### src/rtl/adsr_envelope.sv
// ADSR envelope generator: gate-driven 16-bit level accumulator; env_out is the upper byte.
// Optional exponential release when ADSR_EXP_RELEASE_EN is defined (default: linear release).
module adsr_envelope #(
  parameter int unsigned PRESCALE = 50
) (
  input  logic       clk,
  input  logic       rst,
  input  logic       enable,
  input  logic       gate,
  input  logic [7:0] attack_rate,
  input  logic [7:0] decay_rate,
  input  logic [7:0] sustain_level,
  input  logic [7:0] release_rate,
  output logic [7:0] env_out,
  output logic       env_active,
  output logic [2:0] env_state
);

  localparam int unsigned ACC_W = 16;
  localparam int unsigned SUM_W = ACC_W + 1;
  localparam int unsigned PRE_W = 16;

  typedef enum logic [2:0] {
    IDLE    = 3'd0,
    ATTACK  = 3'd1,
    DECAY   = 3'd2,
    SUSTAIN = 3'd3,
    RELEASE = 3'd4
  } state_t;

  state_t           state_q;
  logic [ACC_W-1:0] acc_q;
  logic [PRE_W-1:0] presc_q;
  logic             gate_q;

  logic             rise;
  logic             tick;
  logic             release_req;
  logic [ACC_W-1:0] tgt;
  logic [SUM_W-1:0] atk_sum;
  logic [SUM_W-1:0] dec_lim;
  logic [ACC_W-1:0] rel_step;
  logic             atk_done;
  logic             dec_done;
  logic             rel_done;
`ifdef ADSR_EXP_RELEASE_EN
  logic [7:0]       sub_q;
`endif

  // Step arithmetic and end-of-segment tests, all in 17 bits so nothing wraps
  always_comb begin
    rise        = gate & ~gate_q;
    tick        = (presc_q == PRE_W'(PRESCALE - 1));
    release_req = ~gate & ((state_q == ATTACK) | (state_q == DECAY) | (state_q == SUSTAIN));
    tgt         = {sustain_level, 8'h00};
    atk_sum     = SUM_W'(acc_q) + SUM_W'(attack_rate) + SUM_W'(1);
    atk_done    = (atk_sum >= SUM_W'(16'hFFFF));
    dec_lim     = SUM_W'(tgt) + SUM_W'(decay_rate) + SUM_W'(1);
    dec_done    = (SUM_W'(acc_q) <= dec_lim);
`ifdef ADSR_EXP_RELEASE_EN
    rel_step    = (acc_q >> 4) + ACC_W'(1);
`else
    rel_step    = ACC_W'(release_rate) + ACC_W'(1);
`endif
    rel_done    = (acc_q <= rel_step);
  end

  always_ff @(posedge clk) begin
    if (rst) begin
      gate_q  <= 1'b0;
      presc_q <= '0;
      state_q <= IDLE;
      acc_q   <= '0;
`ifdef ADSR_EXP_RELEASE_EN
      sub_q   <= '0;
`endif
    end else begin
      gate_q <= gate;
      if (enable) begin
        presc_q <= tick ? '0 : presc_q + PRE_W'(1);
        // Retrigger keeps the current level; a gate drop wins over any pending step
        if (rise) begin
          state_q <= ATTACK;
        end else if (release_req) begin
          state_q <= RELEASE;
`ifdef ADSR_EXP_RELEASE_EN
          sub_q   <= '0;
`endif
        end else begin
          case (state_q)
            IDLE: acc_q <= '0;
            ATTACK: begin
              if (tick) begin
                if (atk_done) begin
                  acc_q   <= '1;
                  state_q <= DECAY;
                end else begin
                  acc_q <= atk_sum[ACC_W-1:0];
                end
              end
            end
            DECAY: begin
              if (tick) begin
                if (dec_done) begin
                  acc_q   <= tgt;
                  state_q <= SUSTAIN;
                end else begin
                  acc_q <= acc_q - ACC_W'(decay_rate) - ACC_W'(1);
                end
              end
            end
            SUSTAIN: acc_q <= tgt;
            RELEASE: begin
`ifdef ADSR_EXP_RELEASE_EN
              // Exponential curve: one proportional step every release_rate+1 ticks
              if (tick) begin
                if (sub_q == release_rate) begin
                  sub_q <= '0;
                  if (rel_done) begin
                    acc_q   <= '0;
                    state_q <= IDLE;
                  end else begin
                    acc_q <= acc_q - rel_step;
                  end
                end else begin
                  sub_q <= sub_q + 8'(1);
                end
              end
`else
              if (tick) begin
                if (rel_done) begin
                  acc_q   <= '0;
                  state_q <= IDLE;
                end else begin
                  acc_q <= acc_q - rel_step;
                end
              end
`endif
            end
            default: state_q <= IDLE;
          endcase
        end
      end
    end
  end

  assign env_out    = acc_q[ACC_W-1:ACC_W-8];
  assign env_state  = state_q;
  assign env_active = (state_q != IDLE);

endmodule

### config.mk
export PLATFORM = sky130hd
export DESIGN_NAME = adsr_envelope
export DESIGN_NICKNAME = d
export VERILOG_FILES = /design/src/rtl/adsr_envelope.sv
export SDC_FILE = /design/constraint.sdc
export NUM_CORES = 1
export LEC_CHECK = 0
export CAP_MARGIN = 25
export CORE_MARGIN = 5
export CORE_UTILIZATION = 41
export DETAILED_ROUTE_END_ITERATION = 10
export GPL_ROUTABILITY_DRIVEN = 0
export PLACE_DENSITY = 0.7
export SYNTH_ARGS = -nofsm -noshare
export SYNTH_HDL_FRONTEND = slang
export SYNTH_SLANG_ARGS = --single-unit
### constraint.sdc
create_clock -name clk -period 4.4 [get_ports clk]
set_input_delay 0.88 -clock clk [delete_from_list [all_inputs] [get_ports clk]]
set_output_delay 0.88 -clock clk [all_outputs]
set_load 0.05 [all_outputs]
==> results.tsv <==
metric	value	unit
status	finished clean	
r2r_end	env_state[1]$_SDFFE_PP0P_	
track_usage	20.7	%
crit_type	in2reg	
p_leak	2.27	nW
syn_inst	601	
core	10700	um2
ys.flop_type	dfxtp_1	
wl	14.0	mm
dp_hpwl	10.9	mm
setup_tns	0	ns
synth_area	4440	um2
critPathArrivalTime	4.54	ns
dpl_cell_area	5260	um2
numCtsBuffers	5	
grt_overflow_total	0	
tightest_slew	0.922	ns
cts_tree	done	
die_area	13000	um2
placementRows	38	
drc	0	
r2r_cells	13	
relSlewSlack	38.1	%
drive_above_1_share	12.1	%
syn_area_per_cell	7.39	um2
final_cell_mix	nor2_1 (56), nand2_1 (48), ha_1 (46), buf_4 (46), clkdlybuf4s50_1 (45)	
finalCritPeriodShare	99.2	%
hold_violations	0	
antenna_found_initial	0	
startpoint	decay_rate[6]	
r2r_slack	0.94	ns
synth_warnings	0	
startpoint_type	input port	
async_flop_share	0	%
ys_seq_area_share	16.2	%
cp_max_fo	11	
grt_max_degree	19	
clk_pin_slew	0.08	ns
hp-class	reg2reg	
route.vias.total	4831	
crit_required	4.57	ns
synth_edf_count	0	
total_power	901	uW
setup_viol	0	
clock_latency	0.29	ns
fin_nets	755	
ant_nets	0	
area_delta_synth_final	22.8	%
via_per_inst	5.96	
synthesis.nets	686	
whs_path_depth	2	
slew_violations	0	
final_common_cell	nor2_1	
io_buffers	47	
clockRootBuffer	clkbuf_8	
ys_ff_latch	36	
clock_sinks	36	
netlist-cell-type-count	66	
clock.fmax	229	MHz
ir_drop	0.106	mV
grt_pass1_wl	22.1	mm
clockBufferDepth	2	
crit_end	acc_q[15]$_SDFFE_PP0P_	
drtPass1Iterations	6	
stdcell_area	5450	um2
postCtsHoldBufs	0	
post_drt_wl_per_cell	17.2	um
h-tree-depth	2	
cap_viol_max_count	0	
p_per_area	165	nW/um2
antenna_cells	0	
period_needed	4.36	ns
start_util	41.3	%
cp-end-kind	flip-flop	
ioPinCount	48	
synthTopCellsByArea	dfxtp_1 (16%), ha_1 (13%), xnor2_1 (6.3%), xor2_1 (6.3%), nor2_1 (4.9%)	
synth_top_area_cell	dfxtp_1	
grt_pass1_vias	4466	
timing.rr.start	acc_q[0]$_SDFFE_PP0P_	
drt_iter0_drc	465	
chipWidth	114	um
finalClockSkew	0.0101	ns
netlist.area_leader.share	16.2	%
die_y	114	um
[kinds of logic (layout without fill, tap and decap cells)]
kind of cell             Yosys count  count (layout)  share of synthesized area [%]
AO/OA/AOI/OAI                    171             171                           25.8
XOR/XNOR                          64              64                           12.6
adder cells (fa/ha/maj)           49              49                           14.3
buffers and inverters             62             132                           6.17
flip-flops                        36              36                           16.2
multiplexers                       1               1                          0.225
AND/OR/NAND/NOR                  218             218                           24.6
[power breakdown]
group / switching [mW] / internal (mW) / leakage (nW)
Combinational: 0.167 / 0.144 / 1.93
Clock: 0.134 / 0.112 / 0.0404
Sequential: 0.0117 / 0.332 / 0.291
[worst max-delay path, stage by stage]
cell and delay, ns:
clkdlybuf4s50_1 0.50, inv_2 0.06, nor4_4 0.29, nand3_2 0.17
or3_4 0.35, xnor2_1 0.15, ha_1 0.29, and3_4 0.18
nand4_1 0.16, a211o_1 0.33, o2111ai_2 0.12, nand3_2 0.17
or2_4 0.32, o221ai_1 0.21, a211oi_1 0.08, a211oi_1 0.28
[cell usage after synthesis, types with 3 or more instances]
library cell,count
o21ai_0,36
o21a_1,6
nor4_1,8
dfxtp_1,36
a221oi_1,4
a211oi_1,13
or3_1,5
o311a_1,3
a21boi_0,3
o2111ai_1,3
inv_1,30
ha_1,46
clkbuf_1,19
o22ai_1,7
a31oi_1,7
o211ai_1,8
or4_1,3
a21oi_1,40
nor2b_1,7
buf_4,8
nand4_1,12
nand3_1,25
buf_2,3
and3_1,10
fa_1,3
o32ai_1,3
nand2_1,49
xnor2_1,32
and2_1,3
xor2_1,32
or2_2,5
nor3_1,15
a21o_1,14
nand2b_1,7
nor2_1,58
[state kept, by name, indices dropped and copies added, names as in the netlist]
name	flops
gate_q	1
presc_q	16
acc_q	16
env_state	3
[cell type report]
| class | count | area, um2 |
|---|---|---|
| Clock buffer | 5 | 68.8 |
| Clock inverter | 3 | 23.8 |
| Multi-Input combinational cell | 503 | 3530 |
| Fill cell | 1083 | 5290 |
| Inverter | 31 | 116 |
| Tap cell | 140 | 175 |
| Timing Repair Buffer | 93 | 821 |
| Sequential cell | 36 | 721 |
[layer usage]
| layer | track usage [%] | part of all wire, % | up-vias | routed length, um |
|---|---|---|---|---|
| met4 | 6.02 | 2.8 | 0 | 385 |
| met3 | 3.07 | 8.6 | 42 | 1200 |
| met5 | 0 | 0 | - | 0 |
| met2 | 34.7 | 47 | 221 | 6570 |
| li1 | - | - | 2337 | - |
| met1 | 27.5 | 42 | 2231 | 5830 |
[how the worst min path moves through the flow]
stage	from	end
final	presc_q[15]$_SDFFE_PP0P_	presc_q[15]$_SDFFE_PP0P_
after floorplan	presc_q[15]$_SDFFE_PP0P_	presc_q[15]$_SDFFE_PP0P_
after CTS	presc_q[1]$_SDFFE_PP0P_	presc_q[1]$_SDFFE_PP0P_
after detailed placement	presc_q[15]$_SDFFE_PP0P_	presc_q[15]$_SDFFE_PP0P_
after global routing	presc_q[15]$_SDFFE_PP0P_	presc_q[15]$_SDFFE_PP0P_
after global placement	presc_q[1]$_SDFFE_PP0P_	presc_q[1]$_SDFFE_PP0P_
[through the flow]
stage | setup slack, ns | hold slack [ns] | std cells | utilization, %
2_1_floorplan | 0.354 | 0.479 | 601 | -
3_3_place_gp | -0.156 | 0.498 | 801 | 48.9
3_5_place_dp | -0.385 | 0.513 | 801 | 48.9
4_1_cts | 0.0550 | 0.529 | 809 | 49.9
5_1_grt | -0.0808 | 0.576 | 811 | 50.7
6_report | 0.0365 | 0.526 | 811 | 50.7
[what timing repair did]
item,in CTS,in global routing
setup buffers,0,2
gates resized for setup,2,18
endpoints found under the hold margin,0,0
endpoints found under the setup margin,9,18
pin swaps,0,11
(Power assumes the default switching activity.)
